[src/rtl/rx_nibble_streamer.sv]
// rtl/rx_nibble_streamer.sv - serialises 24-bit RX sample words into MSB-first nibbles
// Optional: define RX_FRAME_MARK_EN to append a 4'hA marker nibble after each tlast word.
module rx_nibble_streamer #(
    parameter int HI_LEVEL = 256,
    parameter int LO_LEVEL = 64,
    parameter int LW       = 11
) (
    input  logic          clk,
    input  logic          rst,
    input  logic [23:0]   s_tdata,
    input  logic          s_tvalid,
    output logic          s_tready,
    input  logic          s_tlast,
    input  logic [LW-1:0] s_tlength,
    input  logic          nib_req,
    output logic [3:0]    nib_data,
    output logic          nib_last,
    output logic          samples_rdy,
    output logic          underrun,
    input  logic          clr_status
);

    localparam logic [0:0] ST_EMPTY  = 1'b0;
    localparam logic [0:0] ST_ACTIVE = 1'b1;

    localparam logic [LW-1:0] HI_L = LW'(HI_LEVEL);
    localparam logic [LW-1:0] LO_L = LW'(LO_LEVEL);

    logic [0:0]  hold_q, hold_d;
    logic [23:0] sh_q, sh_d;
    logic [2:0]  cnt_q, cnt_d;
    logic        lastf_q, lastf_d;
    logic [3:0]  nib_data_q, nib_data_d;
    logic        nib_last_q, nib_last_d;
    logic        underrun_q, underrun_d;
    logic        rdy_q, rdy_d;

    logic [2:0]  end_cnt;
    logic        at_end;
    logic        pop;
    logic [3:0]  nib_sel;

`ifdef RX_FRAME_MARK_EN
    // tlast words carry one extra marker nibble, so their final index is 6
    assign end_cnt = lastf_q ? 3'd6 : 3'd5;
`else
    assign end_cnt = 3'd5;
`endif

    assign at_end   = (cnt_q == end_cnt);
    assign s_tready = (hold_q == ST_EMPTY) || (nib_req && at_end);
    assign pop      = s_tvalid && s_tready;

    always_comb begin
        nib_sel = 4'h0;
        case (cnt_q)
            3'd0:    nib_sel = sh_q[23:20];
            3'd1:    nib_sel = sh_q[19:16];
            3'd2:    nib_sel = sh_q[15:12];
            3'd3:    nib_sel = sh_q[11:8];
            3'd4:    nib_sel = sh_q[7:4];
            3'd5:    nib_sel = sh_q[3:0];
`ifdef RX_FRAME_MARK_EN
            default: nib_sel = 4'hA;
`else
            default: nib_sel = 4'h0;
`endif
        endcase
    end

    always_comb begin
        hold_d     = hold_q;
        sh_d       = sh_q;
        cnt_d      = cnt_q;
        lastf_d    = lastf_q;
        nib_data_d = nib_data_q;
        nib_last_d = nib_last_q;
        underrun_d = underrun_q;
        rdy_d      = rdy_q;

        if (nib_req) begin
            if (hold_q == ST_ACTIVE) begin
                nib_data_d = nib_sel;
                nib_last_d = lastf_q && at_end;
                cnt_d      = cnt_q + 3'd1;
                if (at_end) hold_d = ST_EMPTY;
            end else begin
                nib_data_d = 4'h0;
                nib_last_d = 1'b0;
            end
        end

        // A pop overrides the end-of-word release, giving back-to-back words with no bubble
        if (pop) begin
            sh_d    = s_tdata;
            lastf_d = s_tlast;
            cnt_d   = 3'd0;
            hold_d  = ST_ACTIVE;
        end

        if (clr_status) underrun_d = 1'b0;
        if (nib_req && (hold_q == ST_EMPTY)) underrun_d = 1'b1;

        if (!rdy_q && (s_tlength > HI_L)) rdy_d = 1'b1;
        else if (rdy_q && (s_tlength <= LO_L)) rdy_d = 1'b0;
    end

    always_ff @(posedge clk) begin
        if (rst) begin
            hold_q     <= ST_EMPTY;
            sh_q       <= 24'h0;
            cnt_q      <= 3'd0;
            lastf_q    <= 1'b0;
            nib_data_q <= 4'h0;
            nib_last_q <= 1'b0;
            underrun_q <= 1'b0;
            rdy_q      <= 1'b0;
        end else begin
            hold_q     <= hold_d;
            sh_q       <= sh_d;
            cnt_q      <= cnt_d;
            lastf_q    <= lastf_d;
            nib_data_q <= nib_data_d;
            nib_last_q <= nib_last_d;
            underrun_q <= underrun_d;
            rdy_q      <= rdy_d;
        end
    end

    assign nib_data    = nib_data_q;
    assign nib_last    = nib_last_q;
    assign underrun    = underrun_q;
    assign samples_rdy = rdy_q;

endmodule

[config.mk]
export PLATFORM = sky130hd
export DESIGN_NAME = rx_nibble_streamer
export DESIGN_NICKNAME = d
export VERILOG_FILES = /design/src/rtl/rx_nibble_streamer.sv
export SDC_FILE = /design/constraint.sdc
export NUM_CORES = 1
export LEC_CHECK = 0
export CORE_MARGIN = 4
export CORE_UTILIZATION = 35
export CTS_CLUSTER_SIZE = 24
export DETAILED_ROUTE_END_ITERATION = 7
export HOLD_SLACK_MARGIN = 0.03
export PLACE_DENSITY_LB_ADDON = 0.2
export RECOVER_POWER = 50
export SYNTH_ARGS = -nofsm -noshare
export SYNTH_HDL_FRONTEND = slang
export SYNTH_SLANG_ARGS = --single-unit
[constraint.sdc]
create_clock -name clk -period 2.02 [get_ports clk]
set_input_delay 0.404 -clock clk [delete_from_list [all_inputs] [get_ports clk]]
set_output_delay 0.404 -clock clk [all_outputs]
set_load 0.005 [all_outputs]
==> results of run 1 <==
-- report_power, final --
part	leakage (nW)	switching (mW)	internal (mW)
logic	0.584	0.0968	0.144
clock network	0.0552	0.247	0.366
registers	0.296	0.0272	0.749
total	0.935	0.371	1.26
-- through the flow --
step                std cells  total power, mW
global placement          302             1.04
detailed placement        302             1.04
floorplan                 192            0.919
finish                    310             1.63
global route              310             1.71
CTS                       310             1.65
-- how the worst max path moves through the flow --
stage                                startpoint                    end  slack [ns]  cells past startpoint
after floorplan           cnt_q[2]$_SDFFE_PP0P_  cnt_q[2]$_SDFFE_PP0P_        0.57                      5
after global placement                  nib_req               s_tready        0.08                      4
after detailed placement                nib_req               s_tready        0.05                      4
after CTS                 cnt_q[2]$_SDFFE_PP0P_               s_tready        0.01                      3
after global routing      cnt_q[1]$_SDFFE_PP0P_               s_tready        0.01                      5
final                                   nib_req               s_tready        0.08                      4
-- cell usage in the layout (no fill, tap or decap), types with 2 or more instances in the layout --
cell type        synthesis  routed
inv_1                    3       3
a22oi_1                 16      16
clkbuf_1                 5       3
a22o_1                   4       4
clkbuf_8                 0       5
ha_1                     5       4
nor3_1                   4       4
nor2_1                   6       6
a21oi_1                  6       6
nand2_1                 56      56
dfxtp_1                 36      34
dfxtp_2                  0       2
nand2b_1                 3       3
nor4_1                   2       2
dlygate4sd3_1            0       3
mux2i_1                 27      27
buf_4                    1       3
clkdlybuf4s50_1          0      45
-- registers in the layout (all words and copies together), names as in the netlist --
name         cells
cnt_q            3
nib_last         1
samples_rdy      1
hold_q           1
lastf_q          1
sh_q            24
underrun         1
nib_data         4
-- cell type report --
cell class | count | share of cell area [%]
Multi-Input combinational cell | 140 | 38.2
Tap cell | 67 | 3.53
Clock buffer | 6 | 3.06
Inverter | 4 | 0.632
Sequential cell | 36 | 30.5
Clock inverter | 2 | 1.48
Timing Repair Buffer | 55 | 22.7
-- worst register-to-register path, cell delays in order, from the launching register on --
cell and delay [ns]:
dfxtp_2 0.35, inv_1 0.06, ha_2 0.18, nand3_2 0.07, clkbuf_1 0.16, a21boi_4 0.07, clkbuf_4 0.35, a2111oi_0 0.41
-- logic make-up after synthesis --
kind of cell             count (synthesis)  synth area share, %
AND/OR/NAND/NOR                         76                 18.8
flip-flops                              36                 41.8
AO/OA/AOI/OAI                           31                 13.4
multiplexers                            27                 15.7
buffers and inverters                   16                 6.24
adder cells (fa/ha/maj)                  5                 3.63
XOR/XNOR                                 1                0.508
-- what timing repair did --
action	4_1_cts	5_1_grt
hold endpoints to repair	0	0
setup endpoints to repair	0	1
resized for setup	0	3
-- routing by layer --
layer / wire [um] / GRT usage [%]
met5: 0 / 0
met4: 49 / 4.72
met3: 216 / 3.90
met2: 1860 / 19.7
met1: 1740 / 16.7
==> flow_metrics.env, run 1 <==
export IMPL_cp_num_buf_inv=2
export IMPL_dpl_hpwl_um=2790
export IMPL_syn_nets=238
export IMPL_port_buffers=48
export IMPL_overflow=0
export IMPL_status="finished, final reports clean"
export IMPL_post_cts_setup_buffers=0
export IMPL_crit_arrival_ns=1.54
export IMPL_cp_common_cell="clkdlybuf4s50_1"
export IMPL_vias_per_cell=4.79
export IMPL_clkTransAtPathRegs_ns=0.07
export IMPL_fill_cells=482
export IMPL_clkSinkCount=36
export IMPL_startpoint_type="input port"
export IMPL_synth_area_leader_cell="dfxtp_1"
export IMPL_reg2reg_depth=7
export IMPL_power_density_mw_per_mm2=686
export IMPL_rows=25
export IMPL_yosysMostFrequentCell="nand2_1"
export IMPL_r2r_setup_slack_ns=0.22
export IMPL_worst_slack_ns=0.0768
export IMPL_numCtsBuffers=5
export IMPL_tns_ns=0
export IMPL_hold_viol=0
export IMPL_die_x_um=78.2
export IMPL_async_flop_share_pct=0
export IMPL_grt_pass1_vias=1347
export IMPL_seq_area_frac_synth_pct=41.8
export IMPL_min_period_ns=1.94
export IMPL_syn_area_sq_mm=0.00173
export IMPL_synthCells=192
export IMPL_multiInputGateArea_sq_um=907
export IMPL_whs_path_depth=2
export IMPL_gp_congestion=0.700
export IMPL_end_kind="output pin"
export IMPL_syn_to_final_growth_pct=37.6
export IMPL_pin_count=49
export IMPL_antenna_cells=0
export IMPL_hp_class="register to register"
export IMPL_layout_drive_gt1_share_pct=7.82
export IMPL_slowest_delay_ns=0.50
export IMPL_antenna_found_initial=0
export IMPL_final_cell_area_sq_mm=0.00237
export IMPL_grt_max_degree=51
export IMPL_num_vias=1484
export IMPL_clock_path_buffers=2
export IMPL_timing_hold_ws_ns=0.461
export IMPL_coreArea_sq_mm=0.00475
export IMPL_final_max_slew_viol_count=0
export IMPL_worstMarginPinSlew_ns=0.491
export IMPL_r2r_start="cnt_q[1]$_SDFFE_PP0P_"
export IMPL_root_buffer="clkbuf_8"
export IMPL_dpl_cell_area_sq_mm=0.00228
export IMPL_ys_ff_latch=36
export IMPL_vdd_drop_max_v=0.000413
export IMPL_crit_path_cell_trace="clkdlybuf4s50_1, nand3_2, nand2_1, clkdlybuf4s50_1"
export IMPL_hold_end="sh_q[6]$_SDFFE_PP0P_"
export IMPL_htreeDepth=2
export IMPL_required_ns=1.62
export IMPL_initial_core_util_pct=36.3
export IMPL_rsz0062_at_grt="no"
export IMPL_postSynthAreaPerCell_sq_um=8.99
export IMPL_synth_cell_type_count=29
export IMPL_synthFlopType="dfxtp_1"
export IMPL_path_class="input port to output pin"
export IMPL_grt_pass1_wl_um=6260
export IMPL_ys_top_cells_by_count="nand2_1, dfxtp_1, mux2i_1"
export IMPL_cpMaxStageDelayCell="clkdlybuf4s50_1"
export IMPL_antenna_left=0
export IMPL_cts_hold_buf=0
export IMPL_max_cap_viol_count=0
export IMPL_path_delay_family="buffers and inverters"
export IMPL_nets=288
export IMPL_clk_latency_ns=0.28
export IMPL_post_route_period_util_pct=96.2
export IMPL_drc=0
export IMPL_setup_viol=0
export IMPL_fin_util_pct=49.9
export IMPL_cts_tree="done"
export IMPL_maxSlewHeadroom_pct=67.3
export IMPL_grt_usage_pct=12.7
export IMPL_netlist_top_cells_area="dfxtp_1, mux2i_1, nand2_1"
export IMPL_min_from="sh_q[6]$_SDFFE_PP0P_"
export IMPL_wirelength_um=3860
export IMPL_timing_rr_end="cnt_q[2]$_SDFFE_PP0P_"
export IMPL_crit_fanout=2
export IMPL_regArea_sq_um=723
export IMPL_dieArea_sq_mm=0.00612
export IMPL_synth_edff_count=0
export IMPL_die_y_um=78.2
export IMPL_leakage_nw=0.935
export IMPL_yosysWarnings=0
export IMPL_synth_top_area_share_pct=41.8
export IMPL_place_ws_ns=0.0477
export IMPL_dr_pass1_iters=5
export IMPL_max_freq_ghz=0.515
export IMPL_first_iter_violations=69
export IMPL_clock_skew_ns=0.00591
export IMPL_post_drt_wl_per_cell_um=12.4
Power figures use the tool's default switching activity.
==> inputs of run 2 (changes only) <==
--- a/config.mk
+++ b/config.mk
@@ -5,12 +5,12 @@
 export SDC_FILE = /design/constraint.sdc
 export NUM_CORES = 1
 export LEC_CHECK = 0
+export ABC_AREA = 1
 export CORE_MARGIN = 4
 export CORE_UTILIZATION = 35
 export CTS_CLUSTER_SIZE = 24
 export DETAILED_ROUTE_END_ITERATION = 7
 export HOLD_SLACK_MARGIN = 0.03
-export PLACE_DENSITY_LB_ADDON = 0.2
 export RECOVER_POWER = 50
 export SYNTH_ARGS = -nofsm -noshare
 export SYNTH_HDL_FRONTEND = slang
==> run 2 against run 1 <==
Against the previous run: sequential share of layout area about the same; critical endpoint unchanged; non-clock buffer count grew 1; cell count increased by 14%.
==> flow_metrics.env, run 2 <==
export IMPL_initial_core_util_pct=36.1
export IMPL_leakage_nw=0.995
export IMPL_port_buffers=48
export IMPL_htreeDepth=2
export IMPL_clkTransAtPathRegs_ns=0.07
export IMPL_synthAdderAreaFrac_pct=3.64
export IMPL_clock_path_buffers=2
export IMPL_gp_congestion=0.776
export IMPL_crit_fanout=2
export IMPL_dpl_cell_area_sq_mm=0.00225
export IMPL_num_vias=1651
export IMPL_clkSinkCount=36
export IMPL_largest_reg_flops=24
export IMPL_rows=25
export IMPL_antenna_found_initial=0
export IMPL_power_density_mw_per_mm2=704
export IMPL_ys_ff_latch=36
export IMPL_final_cell_area_sq_mm=0.00237
export IMPL_coreArea_sq_mm=0.00475
export IMPL_die_x_um=78.1
export IMPL_nets=331
export IMPL_die_y_um=78.1
export IMPL_wirelength_um=4050
export IMPL_pin_count=49
export IMPL_crit_path_cell_trace="dlygate4sd3_1, inv_1, o21ai_4, dlygate4sd2_1"
export IMPL_netlist_top_cells_area="dfxtp_1, nand2_1, nand3_1"
export IMPL_seq_area_frac_synth_pct=42.0
export IMPL_synth_xor_area_share_pct=0
export IMPL_first_iter_violations=78
export IMPL_fill_cells=500
export IMPL_status="finished, final reports clean"
export IMPL_synthMuxAreaShare_pct=0
export IMPL_largest_register="sh_q"
export IMPL_fin_util_pct=49.8
export IMPL_overflow=0
export IMPL_cpMaxStageDelayCell="dlygate4sd3_1"
export IMPL_crit_arrival_ns=1.43
export IMPL_max_freq_ghz=0.546
export IMPL_slowest_delay_ns=0.54
export IMPL_post_drt_wl_per_cell_um=11.5
export IMPL_post_route_period_util_pct=90.6
export IMPL_rsz0062_at_grt="no"
export IMPL_ys_top_cells_by_count="nand2_1, nand3_1, dfxtp_1"
export IMPL_postSynthAreaPerCell_sq_um=7.25
export IMPL_final_cell_mix="nand2_1, nand3_1, clkdlybuf4s50_1"
export IMPL_final_max_slew_viol_count=0
export IMPL_required_ns=1.62
export IMPL_synth_area_leader_cell="dfxtp_1"
export IMPL_min_period_ns=1.83
export IMPL_dieArea_sq_mm=0.00609
export IMPL_clock_skew_ns=0.00349
export IMPL_worst_slack_ns=0.190
export IMPL_synth_cell_type_count=21
export IMPL_setup_viol=0
export IMPL_synthSimpleGateAreaFrac_pct=32.3
export IMPL_cts_tree="done"
export IMPL_dr_pass1_iters=4
export IMPL_place_ws_ns=-0.0223
export IMPL_synth_top_area_share_pct=42.0
export IMPL_vdd_drop_max_v=0.000344
export IMPL_synth_compound_area_share_pct=12.5
export IMPL_end_kind="output pin"
export IMPL_synthFlopType="dfxtp_1"
export IMPL_worstMarginPinSlew_ns=0.411
export IMPL_drc=0
export IMPL_layout_drive_gt1_share_pct=6.99
export IMPL_dpl_hpwl_um=3070
export IMPL_synth_edff_count=0
export IMPL_grt_usage_pct=14.0
export IMPL_syn_nets=283
export IMPL_async_flop_share_pct=0
export IMPL_antenna_cells=0
export IMPL_clk_latency_ns=0.28
export IMPL_synth_top_family_by_area="simple AND/OR/NAND/NOR gates"
export IMPL_synthCells=237
export IMPL_vias_per_cell=4.68
export IMPL_root_buffer="clkbuf_8"
export IMPL_hold_viol=0
export IMPL_grt_max_degree=28
export IMPL_syn_to_final_growth_pct=37.9
export IMPL_path_class="input port to output pin"
export IMPL_cp_num_buf_inv=3
export IMPL_post_cts_setup_buffers=0
export IMPL_antenna_left=0
export IMPL_yosysWarnings=0
export IMPL_maxSlewHeadroom_pct=72.6
export IMPL_hp_class="register to register"
export IMPL_syn_area_sq_mm=0.00172
export IMPL_yosysMostFrequentCell="nand2_1"
export IMPL_grt_pass1_vias=1546
export IMPL_grt_pass1_wl_um=6950
export IMPL_startpoint_type="input port"
export IMPL_max_cap_viol_count=0
export IMPL_numCtsBuffers=5
export IMPL_path_delay_family="buffers and inverters"
export IMPL_final_common_cell="nand2_1"
## run 2: power by group
group | total (mW) | internal (mW) | switching [mW]
clock network | 0.684 | 0.435 | 0.249
logic | 0.219 | 0.122 | 0.0970
registers | 0.765 | 0.744 | 0.0208
## run 2: final timing paths
kind              slack [ns]                    end             startpoint  cells past startpoint
setup / recovery        0.19               s_tready                nib_req                      4
hold / removal          0.47  sh_q[10]$_SDFFE_PP0P_  sh_q[10]$_SDFFE_PP0P_                      2
setup reg to reg        0.32  cnt_q[0]$_SDFFE_PP0P_  cnt_q[0]$_SDFFE_PP0P_                      7
hold reg to reg         0.47  sh_q[10]$_SDFFE_PP0P_  sh_q[10]$_SDFFE_PP0P_                      2
## run 2: per-stage QoR
stage | power, mW | instances | hold slack (ns) | setup TNS, ns
5_1_grt | 1.74 | 353 | 0.489 | 0
6_report | 1.67 | 353 | 0.465 | 0
4_1_cts | 1.68 | 353 | 0.465 | 0
3_3_place_gp | 1.00 | 345 | 0.454 | -0.00216
2_1_floorplan | 0.892 | 237 | 0.439 | 0
3_5_place_dp | 1.01 | 345 | 0.453 | -0.0483
## run 2: worst reg2reg max path, delay by kind of cell (launching register included)
kind	cells	cell delay [ns]
simple gates	3	0.49
buf+inv	1	0.29
flops	1	0.40
fa+ha+maj	1	0.23
compound gates	2	0.18
## run 2: kinds of logic (layout without fill, tap and decap cells)
logic type                 after synthesis  count (layout)
and+or+nand+nor                        126             126
AOI/OAI and AO/OA                       40              40
DFF                                     36              36
buffers and inverters                   30              79
adders and majority gates                5               5
## run 2: area by class of cell
class | count | area (sq um) | share of cell area [%]
clock buffers | 7 | 96.3 | 4.07
clock inverters | 1 | 30.0 | 1.27
inverters | 15 | 56.3 | 2.38
multi-input cells | 171 | 835 | 35.2
flip-flops and latches | 36 | 721 | 30.4
well taps | 67 | 83.8 | 3.54
repair buffers | 56 | 548 | 23.1
## run 2: repair_timing
| item | CTS | global route |
|---|---|---|
| gates resized for setup | 2 | 0 |
| hold buffers | 0 | 0 |
| endpoints found under the setup margin | 1 | 0 |
## run 2: layer usage
layer | up-vias | global-route usage [%] | part of all wire [%]
met5 | - | 0 | 0
met3 | 7 | 4.36 | 6.6
met1 | 728 | 18.1 | 46
met2 | 43 | 22.5 | 46
li1 | 873 | - | -
met4 | 0 | 4.20 | 1.3
==> inputs of run 3 (changes only) <==
--- a/config.mk
+++ b/config.mk
@@ -7,10 +7,11 @@
 export LEC_CHECK = 0
 export ABC_AREA = 1
 export CORE_MARGIN = 4
-export CORE_UTILIZATION = 35
+export CORE_UTILIZATION = 47
 export CTS_CLUSTER_SIZE = 24
 export DETAILED_ROUTE_END_ITERATION = 7
 export HOLD_SLACK_MARGIN = 0.03
+export PLACE_DENSITY = 0.79
 export RECOVER_POWER = 50
 export SYNTH_ARGS = -nofsm -noshare
 export SYNTH_HDL_FRONTEND = slang
==> run 3 against run 2 <==
Against the previous run: hold slack got worse by 0.0047 ns; non-clock buffer count did not move; via count rose by 0.24%; setup slack got worse by 0.033 ns; combinational power barely moved; routed wire length fell by 2.5%; sequential power barely moved; global-route usage rose by 4.1 points; largest power group unchanged; utilization rose by 17 points.
==> flow_metrics.env, run 3 (synthesized netlist as in run 2, its figures left out) <==
export IMPL_crit_arrival_ns=1.46
export IMPL_reg2reg_depth=9
export IMPL_dpl_hpwl_um=2870
export IMPL_fill_cells=319
export IMPL_regArea_sq_um=721
export IMPL_end_kind="output pin"
export IMPL_dieArea_sq_mm=0.00469
export IMPL_grt_pass1_wl_um=6290
export IMPL_multiInputGateArea_sq_um=835
export IMPL_initial_core_util_pct=49.9
export IMPL_gp_congestion=0.774
export IMPL_layout_drive_gt1_share_pct=6.64
export IMPL_hold_viol=0
export IMPL_dpl_cell_area_sq_mm=0.00221
export IMPL_post_cts_setup_buffers=0
export IMPL_min_period_ns=1.86
export IMPL_port_buffers=48
export IMPL_final_cell_area_sq_mm=0.00231
export IMPL_clkTransAtPathRegs_ns=0.07
export IMPL_path_class="input port to output pin"
export IMPL_max_freq_ghz=0.537
export IMPL_cts_tree="done"
export IMPL_tns_ns=0
export IMPL_antenna_left=0
export IMPL_grt_usage_pct=18.1
export IMPL_drc=0
export IMPL_r2r_start="cnt_q[2]$_SDFFE_PP0P_"
export IMPL_nets=331
export IMPL_numCtsBuffers=5
export IMPL_setup_viol=0
export IMPL_overflow=0
export IMPL_max_cap_viol_count=0
export IMPL_startpoint_type="input port"
export IMPL_antenna_cells=0
export IMPL_largest_reg_flops=24
export IMPL_pin_count=49
export IMPL_syn_to_final_growth_pct=34.5
export IMPL_clkSinkCount=36
export IMPL_leakage_nw=0.981
export IMPL_rows=21
export IMPL_grt_max_degree=28
export IMPL_first_iter_violations=97
export IMPL_power_density_mw_per_mm2=692
export IMPL_post_route_period_util_pct=92.2
export IMPL_die_y_um=68.5
export IMPL_clk_latency_ns=0.29
export IMPL_rsz0062_at_grt="no"
export IMPL_dr_pass1_iters=4
export IMPL_vias_per_cell=4.98
export IMPL_htreeDepth=2
export IMPL_final_common_cell="nand2_1"
export IMPL_final_max_slew_viol_count=0
export IMPL_r2r_setup_slack_ns=0.26
export IMPL_clock_skew_ns=0.00557
export IMPL_clock_path_buffers=2
export IMPL_final_cells=332
export IMPL_crit_end="s_tready"
export IMPL_hp_class="register to register"
export IMPL_grt_pass1_vias=1478
export IMPL_crit_start="nib_req"
export IMPL_cts_hold_buf=0
export IMPL_timing_hold_ws_ns=0.460
export IMPL_wirelength_um=3950
export IMPL_timing_rr_end="nib_data[0]$_SDFFE_PP0P_"
export IMPL_worstMarginPinSlew_ns=0.366
export IMPL_dp_cells=324
export IMPL_coreArea_sq_mm=0.00344
export IMPL_antenna_found_initial=0
export IMPL_status="finished, final reports clean"
export IMPL_die_x_um=68.5
export IMPL_maxSlewHeadroom_pct=75.6
export IMPL_vdd_drop_max_v=0.000510
export IMPL_largest_register="sh_q"
export IMPL_required_ns=1.62
export IMPL_num_vias=1655
export IMPL_root_buffer="clkbuf_8"
export IMPL_final_cell_mix="nand2_1, nand3_1, clkdlybuf4s50_1"
export IMPL_crit_fanout=2
export IMPL_post_drt_wl_per_cell_um=11.9
==> run 3: changes by cell type in the layout (fill, tap and decap cells not counted) <==
cell      delta
clkbuf_2     +1
clkinv_2     +1
buf_12       -1
clkbuf_1     +1
clkbuf_8     -2
==> run 3: worst min-delay path by stage <==
stage | slack, ns | startpoint | depth (start not counted) | to
5_1_grt | 0.48 | sh_q[12]$_SDFFE_PP0P_ | 2 | sh_q[12]$_SDFFE_PP0P_
2_1_floorplan | 0.44 | lastf_q$_SDFFE_PP0P_ | 2 | lastf_q$_SDFFE_PP0P_
3_5_place_dp | 0.45 | nib_data[2]$_SDFFE_PP0P_ | 2 | nib_data[2]$_SDFFE_PP0P_
4_1_cts | 0.47 | nib_data[0]$_SDFFE_PP0P_ | 2 | nib_data[0]$_SDFFE_PP0P_
6_report | 0.46 | nib_data[0]$_SDFFE_PP0P_ | 2 | nib_data[0]$_SDFFE_PP0P_
3_3_place_gp | 0.45 | sh_q[2]$_SDFFE_PP0P_ | 2 | sh_q[2]$_SDFFE_PP0P_
==> run 3: power by group <==
part           internal (mW)  switching, mW  total, mW
Sequential             0.744         0.0198      0.764
Combinational          0.119         0.0970      0.216
Clock                  0.366          0.253      0.619
==> run 3: per-layer routing <==
metal | vias to the layer above | wire (um) | part of all wire, % | global-route usage (%)
met4 | 0 | 70 | 1.8 | 8.19
li1 | 877 | - | - | -
met2 | 56 | 1800 | 46 | 29.6
met3 | 7 | 299 | 7.6 | 4.43
met5 | - | 0 | 0 | 0
met1 | 715 | 1780 | 45 | 22.3
==> run 3: what timing repair did <==
action | CTS | global route
setup endpoints to repair | 1 | 0
hold endpoints to repair | 0 | 0
resized for setup | 2 | 0
==> run 3: metrics by stage <==
step           utilization (%)  total power, mW  setup slack, ns
6_report                  67.1             1.60            0.157
5_1_grt                   67.1             1.66           0.0810
4_1_cts                   67.3             1.62            0.202
3_5_place_dp              64.1             1.00          -0.0658
3_3_place_gp              64.1            0.998          -0.0252
2_1_floorplan                -            0.892            0.478
==> run 3: critical path, stage by stage <==
cell and delay, ns:
dlygate4sd3_1 0.57, inv_1 0.09, o21ai_4 0.15, dlygate4sd2_1 0.25
==> run 3: cell type report <==
type                       count  area share [%]
clock buffer                   6            3.14
clock inverter                 2            1.52
inverter                      15            2.44
multi-input combinational    171            36.1
sequential                    36            31.2
tap                           46            2.49
timing repair buffer          56            23.1
